`src/rtl/batpu_pkg.sv`:
```
// Purpose: shared BatPU2 decode types (opcodes, branch conditions, decoded bundle).
// Latency: n/a (types and constants only).
// Backpressure: n/a.
package batpu_pkg;

    localparam int PC_W_DEF   = 10;
    localparam int INST_W_DEF = 16;

    // r0 reads as zero and discards writes.
    localparam logic [3:0] REG_ZERO = 4'h0;

    typedef enum logic [3:0] {
        OP_NOP = 4'h0,
        OP_HLT = 4'h1,
        OP_ADD = 4'h2,
        OP_SUB = 4'h3,
        OP_NOR = 4'h4,
        OP_AND = 4'h5,
        OP_XOR = 4'h6,
        OP_RSH = 4'h7,
        OP_LDI = 4'h8,
        OP_ADI = 4'h9,
        OP_JMP = 4'hA,
        OP_BRH = 4'hB,
        OP_CAL = 4'hC,
        OP_RET = 4'hD,
        OP_LOD = 4'hE,
        OP_STR = 4'hF
    } opcode_t;

    typedef enum logic [1:0] {
        COND_ZERO   = 2'd0,
        COND_NZERO  = 2'd1,
        COND_CARRY  = 2'd2,
        COND_NCARRY = 2'd3
    } cond_t;

    typedef struct packed {
        opcode_t               opcode;
        logic [3:0]            dst;
        logic [3:0]            src_a;
        logic [3:0]            src_b;
        logic                  we;
        logic [7:0]            imm8;
        logic [3:0]            offset;
        cond_t                 cond;
        logic [PC_W_DEF-1:0]   addr;
        logic [PC_W_DEF-1:0]   pc;
    } decoded_t;

    // Two-register-source ALU group (ADD..XOR); RSH is handled separately.
    function automatic logic is_alu2(input opcode_t op);
        return (op == OP_ADD) || (op == OP_SUB) || (op == OP_NOR) ||
               (op == OP_AND) || (op == OP_XOR);
    endfunction

endpackage

```
`src/rtl/inst_field_decoder.sv`:
```
// Purpose: split a BatPU2 instruction word into a decoded_t bundle plus source-read flags.
// Latency: combinational.
// Backpressure: none; pure function of inst/pc.
//
// Ports: inst (instruction word), pc (its PC) -> dec (field bundle),
//        reads_a / reads_b (instruction actually consumes src_a / src_b).
module inst_field_decoder
    import batpu_pkg::*;
(
    input  logic [INST_W_DEF-1:0] inst,
    input  logic [PC_W_DEF-1:0]   pc,
    output decoded_t              dec,
    output logic                  reads_a,
    output logic                  reads_b
);

    opcode_t op;
    logic    we_raw;

    assign op = opcode_t'(inst[15:12]);

    always_comb begin
        dec        = '0;
        reads_a    = 1'b0;
        reads_b    = 1'b0;
        we_raw     = 1'b0;
        dec.opcode = op;
        dec.pc     = pc;

        if (is_alu2(op)) begin
            dec.src_a = inst[11:8];
            dec.src_b = inst[7:4];
            dec.dst   = inst[3:0];
            we_raw    = 1'b1;
            reads_a   = 1'b1;
            reads_b   = 1'b1;
        end else begin
            case (op)
                OP_RSH: begin
                    dec.src_a = inst[11:8];
                    dec.dst   = inst[3:0];
                    we_raw    = 1'b1;
                    reads_a   = 1'b1;
                end
                OP_LDI: begin
                    dec.dst  = inst[11:8];
                    dec.imm8 = inst[7:0];
                    we_raw   = 1'b1;
                end
                OP_ADI: begin
                    // Accumulate-immediate: the destination is also the source.
                    dec.dst   = inst[11:8];
                    dec.src_a = inst[11:8];
                    dec.imm8  = inst[7:0];
                    we_raw    = 1'b1;
                    reads_a   = 1'b1;
                end
                OP_JMP, OP_CAL: begin
                    dec.addr = inst[PC_W_DEF-1:0];
                end
                OP_BRH: begin
                    dec.cond = cond_t'(inst[11:10]);
                    dec.addr = inst[PC_W_DEF-1:0];
                end
                OP_LOD: begin
                    dec.src_a  = inst[11:8];
                    dec.dst    = inst[7:4];
                    dec.offset = inst[3:0];
                    we_raw     = 1'b1;
                    reads_a    = 1'b1;
                end
                OP_STR: begin
                    dec.src_a  = inst[11:8];
                    dec.src_b  = inst[7:4];
                    dec.offset = inst[3:0];
                    reads_a    = 1'b1;
                    reads_b    = 1'b1;
                end
                default: begin
                    // NOP, HLT, RET and the ALU group: no fields here.
                end
            endcase
        end

        // Writes to r0 are dropped at decode so later stages never see them.
        dec.we = we_raw && (dec.dst != REG_ZERO);
    end

endmodule

```
`src/rtl/decode_stage.sv`:
```
// Purpose: BatPU2 decode stage - registered field split, load-use bubble, sticky halt, flush squash.
// Latency: one cycle from acceptance to bundle on outputs.
// Backpressure: stall_in holds the output register; hold_fetch stops fetch on hazard, stall or halt.
//
// Ports: clk/rst_n/clk_en; inst_in, pc_in, in_valid from fetch; stall_in, flush from downstream;
//        hold_fetch to fetch; out_valid + opcode/dst/src_a/src_b/we/imm8/offset/cond/addr/pc_out
//        bundle to register-read; halted is the sticky HLT flag.
module decode_stage
    import batpu_pkg::*;
#(
    parameter int PC_W   = PC_W_DEF,
    parameter int INST_W = INST_W_DEF
) (
    input  logic              clk,
    input  logic              rst_n,
    input  logic              clk_en,
    input  logic [INST_W-1:0] inst_in,
    input  logic [PC_W-1:0]   pc_in,
    input  logic              in_valid,
    input  logic              stall_in,
    input  logic              flush,
    output logic              hold_fetch,
    output logic              out_valid,
    output logic [3:0]        opcode,
    output logic [3:0]        dst,
    output logic [3:0]        src_a,
    output logic [3:0]        src_b,
    output logic              we,
    output logic [7:0]        imm8,
    output logic [3:0]        offset,
    output logic [1:0]        cond,
    output logic [PC_W-1:0]   addr,
    output logic [PC_W-1:0]   pc_out,
    output logic              halted
);

    decoded_t dec;
    decoded_t bundle_q;
    logic     valid_q;
    logic     halted_q;
    logic     reads_a;
    logic     reads_b;
    logic     load_use;
    logic     hazard;

    inst_field_decoder u_field_decoder (
        .inst    (inst_in),
        .pc      (pc_in),
        .dec     (dec),
        .reads_a (reads_a),
        .reads_b (reads_b)
    );

    // The loaded value is not available until one cycle after LOD leaves decode,
    // so a consumer directly behind it must wait one slot. r0 never matches
    // because a LOD to r0 writes nothing.
    always_comb begin
        load_use = valid_q && (bundle_q.opcode == OP_LOD) &&
                   (bundle_q.dst != REG_ZERO) && in_valid &&
                   ((reads_a && (dec.src_a == bundle_q.dst)) ||
                    (reads_b && (dec.src_b == bundle_q.dst)));
        // A flush discards the consumer anyway, so no reason to hold fetch for it.
        hazard = load_use && !flush;
    end

    assign hold_fetch = hazard || stall_in || halted_q;

    always_ff @(posedge clk or negedge rst_n) begin
        if (!rst_n) begin
            bundle_q <= '0;
            valid_q  <= 1'b0;
            halted_q <= 1'b0;
        end else if (clk_en) begin
            if (flush) begin
                // Squash wins over stall and hazard; a flushed HLT never halts.
                bundle_q <= '0;
                valid_q  <= 1'b0;
            end else if (!stall_in) begin
                if (halted_q || hazard || !in_valid) begin
                    bundle_q <= '0;
                    valid_q  <= 1'b0;
                end else begin
                    bundle_q <= dec;
                    valid_q  <= 1'b1;
                    if (dec.opcode == OP_HLT) begin
                        halted_q <= 1'b1;
                    end
                end
            end
        end
    end

    assign out_valid = valid_q;
    assign opcode    = bundle_q.opcode;
    assign dst       = bundle_q.dst;
    assign src_a     = bundle_q.src_a;
    assign src_b     = bundle_q.src_b;
    assign we        = bundle_q.we;
    assign imm8      = bundle_q.imm8;
    assign offset    = bundle_q.offset;
    assign cond      = bundle_q.cond;
    assign addr      = bundle_q.addr;
    assign pc_out    = bundle_q.pc;
    assign halted    = halted_q;

endmodule

```
`config.mk`:
```
export PLATFORM = sky130hd
export DESIGN_NAME = decode_stage
export DESIGN_NICKNAME = d
export VERILOG_FILES = /design/src/rtl/batpu_pkg.sv /design/src/rtl/inst_field_decoder.sv /design/src/rtl/decode_stage.sv
export SDC_FILE = /design/constraint.sdc
export NUM_CORES = 1
export LEC_CHECK = 0
export BUFFER_PORTS_ARGS = -buffer_cell sky130_fd_sc_hd__buf_2
export CELL_PAD_IN_SITES_DETAIL_PLACEMENT = 1
export CELL_PAD_IN_SITES_GLOBAL_PLACEMENT = 2
export CORE_ASPECT_RATIO = 0.6
export CORE_MARGIN = 2
export CORE_UTILIZATION = 32
export DETAILED_ROUTE_END_ITERATION = 10
export PLACE_DENSITY_LB_ADDON = 0.08
export SKIP_LAST_GASP = 1
export SLEW_MARGIN = 20
export SYNTH_ARGS = -nofsm -noshare
export SYNTH_HDL_FRONTEND = slang
export SYNTH_SLANG_ARGS = --single-unit
```
`constraint.sdc`:
```
create_clock -name clk -period 4.35 [get_ports clk]
set_input_delay 0 -clock clk [delete_from_list [all_inputs] [get_ports clk]]
set_output_delay 0 -clock clk [all_outputs]
set_load 0.02 [all_outputs]
```
# Word level (Yosys, flattened, before mapping)
# Index checks and enable logic that the tools add are counted.
totals:
  register_bits: 53
  input_bits: 32
  output_inout_bits: 54
  elab_cells: 82
classes:
  eq_ne: 18
  n_mux: 21
  bitwise: 3
  reduce_logical: 28
ops:
  columns: ["cell", "count"]
  rows:
  - ["$mux 51", 3]
  - ["$eq 4x4->1 const B", 8]
  - ["$mux 24", 1]
  - ["$eq 4x3->1 const B", 4]
  - ["$mux 12", 1]
  - ["$mux 4", 3]
  - ["$pmux 4 s3", 1]
  - ["$mux 10", 1]
  - ["$logic_or 1x1->1", 9]
  - ["$mux 1", 9]
  - ["$eq 4x2->1 const B", 2]
  - ["$eq 4x4->1", 2]
  - ["$logic_and 1x1->1", 8]
  - ["$mux 8", 1]
  - ["$reduce_bool 4->1", 2]
  - ["$reduce_or 4->1", 2]
  - ["$reduce_and 5->1", 1]
  - ["$eq 4x1->1 const B", 1]
  - ["$reduce_or 2->1", 2]
  - ["$not 1->1", 3]
  - ["$reduce_or 3->1", 1]
  - ["$logic_not 1->1", 2]
  - ["$mux 2", 1]
  - ["$ne 2x1->1 const B", 1]
  - ["$reduce_and 2->1", 1]

# Logic depth before layout (Yosys ltp)
depth:
  word_depth: 16
  mapped_depth: 8
  ltp_nobuf: 5

# Hierarchy
# From an unflattened synthesis, not the netlist that was laid out.
hier_totals:
  cells_unflattened: 335
  hier_area_um2: 2954.1
modules_own_cells:
  columns: ["mod", "n_inst", "cells_per_inst", "area_each_um2", "seq_area_each_um2"]
  rows:
  - ["decode_stage", 1, 250, 2388.5, 1326.3]
  - ["inst_field_decoder", 1, 85, 565.5, 0.0]

# Least setup slack after synthesis
# No wires, ideal clock.
synth_timing:
  kind: "register to register"
  start: "register bundle_q, in the netlist opcode[0]"
  end: "register bundle_q, in the netlist imm8[4]"
  setup_time_ns: 0.126
  t_arrival_ns: 1.599
  t_required_ns: 4.224
  setup_slack_ns: 2.624
  path_stages_with_launch: 7
  synth_period_minus_slack_ns: 1.726
  cell_sequence: "dfrtp_1 > nand2b_1 > nor4_1 > and2_1 > buf_6 > buf_6 > o21ai_0"
synth_between:
  elab_chain_len: 11
synth_rtl:
  columns: ["item", "line", "rtl"]
  rows:
  - ["from (decl)", "decode_stage.sv:38", "decoded_t bundle_q;"]
  - ["from (signal assigned)", "decode_stage.sv:70", "bundle_q <= '0;"]
  - ["from (signal assigned)", "decode_stage.sv:76", "bundle_q <= '0;"]
  - ["from (signal assigned)", "decode_stage.sv:80", "bundle_q <= '0;"]
  - ["$eq 4x4->1", "decode_stage.sv:58", "load_use = valid_q && (bundle_q.opcode == OP_LOD) &&"]
  - ["$logic_and 1x1->1 (2 in series)", "decode_stage.sv:58", null]
  - ["$logic_and 1x1->1 (2 in series)", "decode_stage.sv:59", "(bundle_q.dst != REG_ZERO) && in_valid &&"]
  - ["$logic_and 1x1->1", "decode_stage.sv:63", "hazard = load_use && !flush;"]
  - ["$logic_or 1x1->1 (2 in series)", "decode_stage.sv:79", "if (halted_q || hazard || !in_valid) begin"]
  - ["$mux 51", "decode_stage.sv:79", null]
  - ["$mux 51", "decode_stage.sv:78", "end else if (!stall_in) begin"]
  - ["$mux 51", "decode_stage.sv:74", "if (flush) begin"]
# Every way passes these cells. The select of a mux whose other input is x is not followed.
# A chain may end at the register's enable or synchronous reset.

# Worst setup path in the final report
layout_timing:
  start: "register bundle_q, in the netlist opcode[2]"
  end: "output hold_fetch"
layout_between:
  elab_chain_len: 8
layout_rtl:
  columns: ["item", "line", "rtl"]
  rows:
  - ["$eq 4x4->1", "decode_stage.sv:58", null]
  - ["$logic_and 1x1->1 (2 in series)", "decode_stage.sv:58", null]
  - ["$logic_and 1x1->1 (2 in series)", "decode_stage.sv:59", null]
  - ["$logic_and 1x1->1", "decode_stage.sv:63", null]
  - ["$logic_or 1x1->1 (2 in series)", "decode_stage.sv:66", "assign hold_fetch = hazard || stall_in || halted_q;"]
  - ["to (decl)", "decode_stage.sv:22", "output logic hold_fetch,"]
# Every way passes these cells.

==> reports/metrics.cfg <==
[place]
portBuffers = 85
post_dp_cell_area_sq_um = 2950
gp_congestion = 0.735
dp_hpwl_mm = 5.36

[clock_tree]
clk_path_buf_depth = 2
cts_root_buf = clkbuf_16
cts_resized = 0
cts_sinks = 53
cts_buffers = 5
cts_setup_buffers = 0
clock_latency_ns = 0.30
clk_pin_slew_ns = 0.07
tritoncts = done
cts-htree-levels = 2

[run_status]
status = complete, no violations

[job]
cap_violations = 0

[logic_synthesis]
synth-warning-count = 0
async_flop_share = 1.00
synth_cell_types = 37
avgSynthCellArea_sq_um = 10.9
synthCells = 226
yosysSeqAreaShare = 0.540
syn-cell-area_sq_um = 2460
synthFlopType = dfrtp_1
ys_seq_elements = 53
synth_edf_count = 0
syn-num-nets = 258

[critical_path]
cp-end-kind = output port
cp.required_ns = 4.35
rrSetupSlack_ns = 2.11
worstReg2RegEnd = imm8[4]$_DFFE_PN0P_
arrival_ns = 2.54
crit_path_start_kind = flop
regToRegStartpoint = opcode[2]$_DFFE_PN0P_
path_max_fanout = 18
cp-endpoint = hold_fetch
startpoint = opcode[2]$_DFFE_PN0P_
path_class = flop to output port
rr_worst_depth = 4

[timing]
fin_crit_sh = 0.585
fin_tns_setup_ns = 0
hold_ws_ns = 0.0126
finClkSkew_ns = 0.00699
fmax_mhz = 393
finalSetupViolCount = 0
rsz0062_at_grt = no
slew-limit-headroom = 0.455
tightestPinTransition_ns = 0.817
slew_viol_final = 0
hold_violations = 0
finalCriticalPeriod_ns = 2.54

[cells_and_area]
synthToLayoutAreaGrowth_pct = 32.7
nNetsFinal = 352
regArea_sq_um = 1330
drive_gt1_frac = 0.327
fill_cells = 849
design_area_sq_um = 3260
multiInputGateArea_sq_um = 1050
antennaDiodeCount = 0

[floorplan]
die_h_um = 71.9
rows = 24
io-pin-count = 86
start_util = 0.334
core_area_sq_um = 7360
die_w_um = 117
die_area_sq_um = 8420

[global_route]
met3_usage = 0.0431
grt_use_met1 = 0.309
track_usage = 0.189
grt_pass1_wl_mm = 12.0
antenna_found_initial = 0
grt_busiest_layer = met1
grt_use_met2 = 0.253
first_global_vias = 2123
grt_start_max_net_pins = 54
overflow = 0

[pwr]
p_leak_nw = 1.64
ir_drop_mv = 0.140
pwr_density_cell_nw_per_um2 = 336

[route]
wire_per_inst_um = 18.1
ant_nets = 0
drc = 0
dr_total_vias = 2154
first_pass_iters = 4
drtIter0Drc = 80
wirelength_mm = 7.68
via_per_inst = 5.07

[hold_path]
hold_path_class = input pin to flop

-- cell families (layout without fill, tap and decap cells) --
| logic type | Yosys count | count (layout) | share of synthesized area |
|---|---|---|---|
| AND/OR/NAND/NOR | 74 | 74 | 0.151 |
| AO/OA/AOI/OAI | 72 | 72 | 0.237 |
| flip-flops | 53 | 53 | 0.540 |
| multiplexers | 1 | 1 | 0.00407 |
| XOR/XNOR | 8 | 8 | 0.0285 |
| buffers and inverters | 18 | 113 | 0.0392 |
-- cell usage in the layout, fill, tap and decap left out, types with 4 or more instances in the layout --
master / count
a21oi_1: 4
a22o_1: 30
buf_2: 85
clkbuf_16: 5
dfrtp_1: 53
dlygate4sd3_1: 16
nand2_1: 32
nand2b_1: 5
nand3_1: 11
nand3b_1: 4
o21ai_0: 17
o41ai_2: 4
xnor2_1: 8
-- per-stage QoR --
stage / total power [mW] / utilization / setup WS (ns) / instances
final: 1.09 / 0.443 / 1.81 / 425
after CTS: 1.10 / 0.442 / 1.78 / 424
after global placement: 0.677 / 0.401 / 2.15 / 401
after floorplan: 0.608 / - / 2.62 / 226
after detailed placement: 0.678 / 0.401 / 2.09 / 401
after global routing: 1.14 / 0.443 / 1.63 / 425
-- report_power, final --
part,internal [mW],switching (mW)
logic,0.0584,0.0990
clock network,0.217,0.200
registers,0.508,0.0128
total,0.784,0.311
-- repair_timing --
action                                 CTS  global route
hold buffers                            15             1
setup endpoints to repair                0             0
endpoints found under the hold margin   67             1
-- cell type report --
type	count	share of cell area
clock buffers	5	0.0384
clock inverters	3	0.00767
inverters	2	0.00230
multi-input cells	155	0.321
flip-flops and latches	53	0.407
well taps	104	0.0399
repair buffers	103	0.184
-- worst max-delay path: stages, from the launching register on --
cell     delay [ns]
dfrtp_1        0.39
nand3_1        0.15
nor4_1         0.59
and2_1         0.76
or3_1          0.20
buf_2          0.16
-- synthesized netlist by cell type, types with 2 or more instances --
| cell type | count | area share |
|---|---|---|
| nor2b_1 | 2 | 0.0051 |
| o41ai_1 | 2 | 0.0071 |
| inv_1 | 2 | 0.0031 |
| o41ai_2 | 4 | 0.026 |
| a22o_1 | 30 | 0.11 |
| buf_6 | 3 | 0.014 |
| nand3b_1 | 4 | 0.012 |
| clkbuf_1 | 8 | 0.012 |
| o22ai_1 | 2 | 0.0051 |
| a211oi_1 | 2 | 0.0061 |
| o21ai_0 | 17 | 0.035 |
| a21oi_1 | 4 | 0.0081 |
| xnor2_1 | 8 | 0.029 |
| nor3_1 | 2 | 0.0041 |
| or3_1 | 2 | 0.0051 |
| and2_1 | 3 | 0.0076 |
| o21ai_1 | 2 | 0.0041 |
| nand4_1 | 2 | 0.0051 |
| a21o_1 | 2 | 0.0061 |
| nand3_1 | 11 | 0.022 |
| o31ai_1 | 3 | 0.0092 |
| nand2_1 | 32 | 0.049 |
| dfrtp_1 | 53 | 0.54 |
| nor2_1 | 3 | 0.0046 |
| nor4_1 | 3 | 0.0076 |
| nand2b_1 | 5 | 0.013 |
| buf_2 | 5 | 0.010 |
-- flip-flops by register name, indices dropped and copies added (netlist names) --
name and cells:
we 1, cond 2, src_b 4, halted 1
dst 4, pc_out 10, offset 4, out_valid 1
src_a 4, addr 10, opcode 4, imm8 8
-- layer usage --
metal,part of all wire,wire length (um),vias up
met4,0.0040,31,0
met5,0,0,-
li1,-,-,1015
met1,0.54,4110,1067
met3,0.062,476,5
met2,0.40,3060,67
-- worst min path at each step --
stage	start	endpoint	slack (ns)	cells past startpoint
floorplan	rst_n	addr[0]$_DFFE_PN0P_	-0.30	0
CTS	inst_in[10]	src_a[2]$_DFFE_PN0P_	0.005	2
global placement	rst_n	imm8[2]$_DFFE_PN0P_	0.18	2
detailed placement	rst_n	imm8[2]$_DFFE_PN0P_	0.18	2
finish	inst_in[8]	addr[8]$_DFFE_PN0P_	0.01	2
global route	inst_in[9]	src_a[1]$_DFFE_PN0P_	0.01	2
No activity file was read; power rests on OpenSTA's default activity.
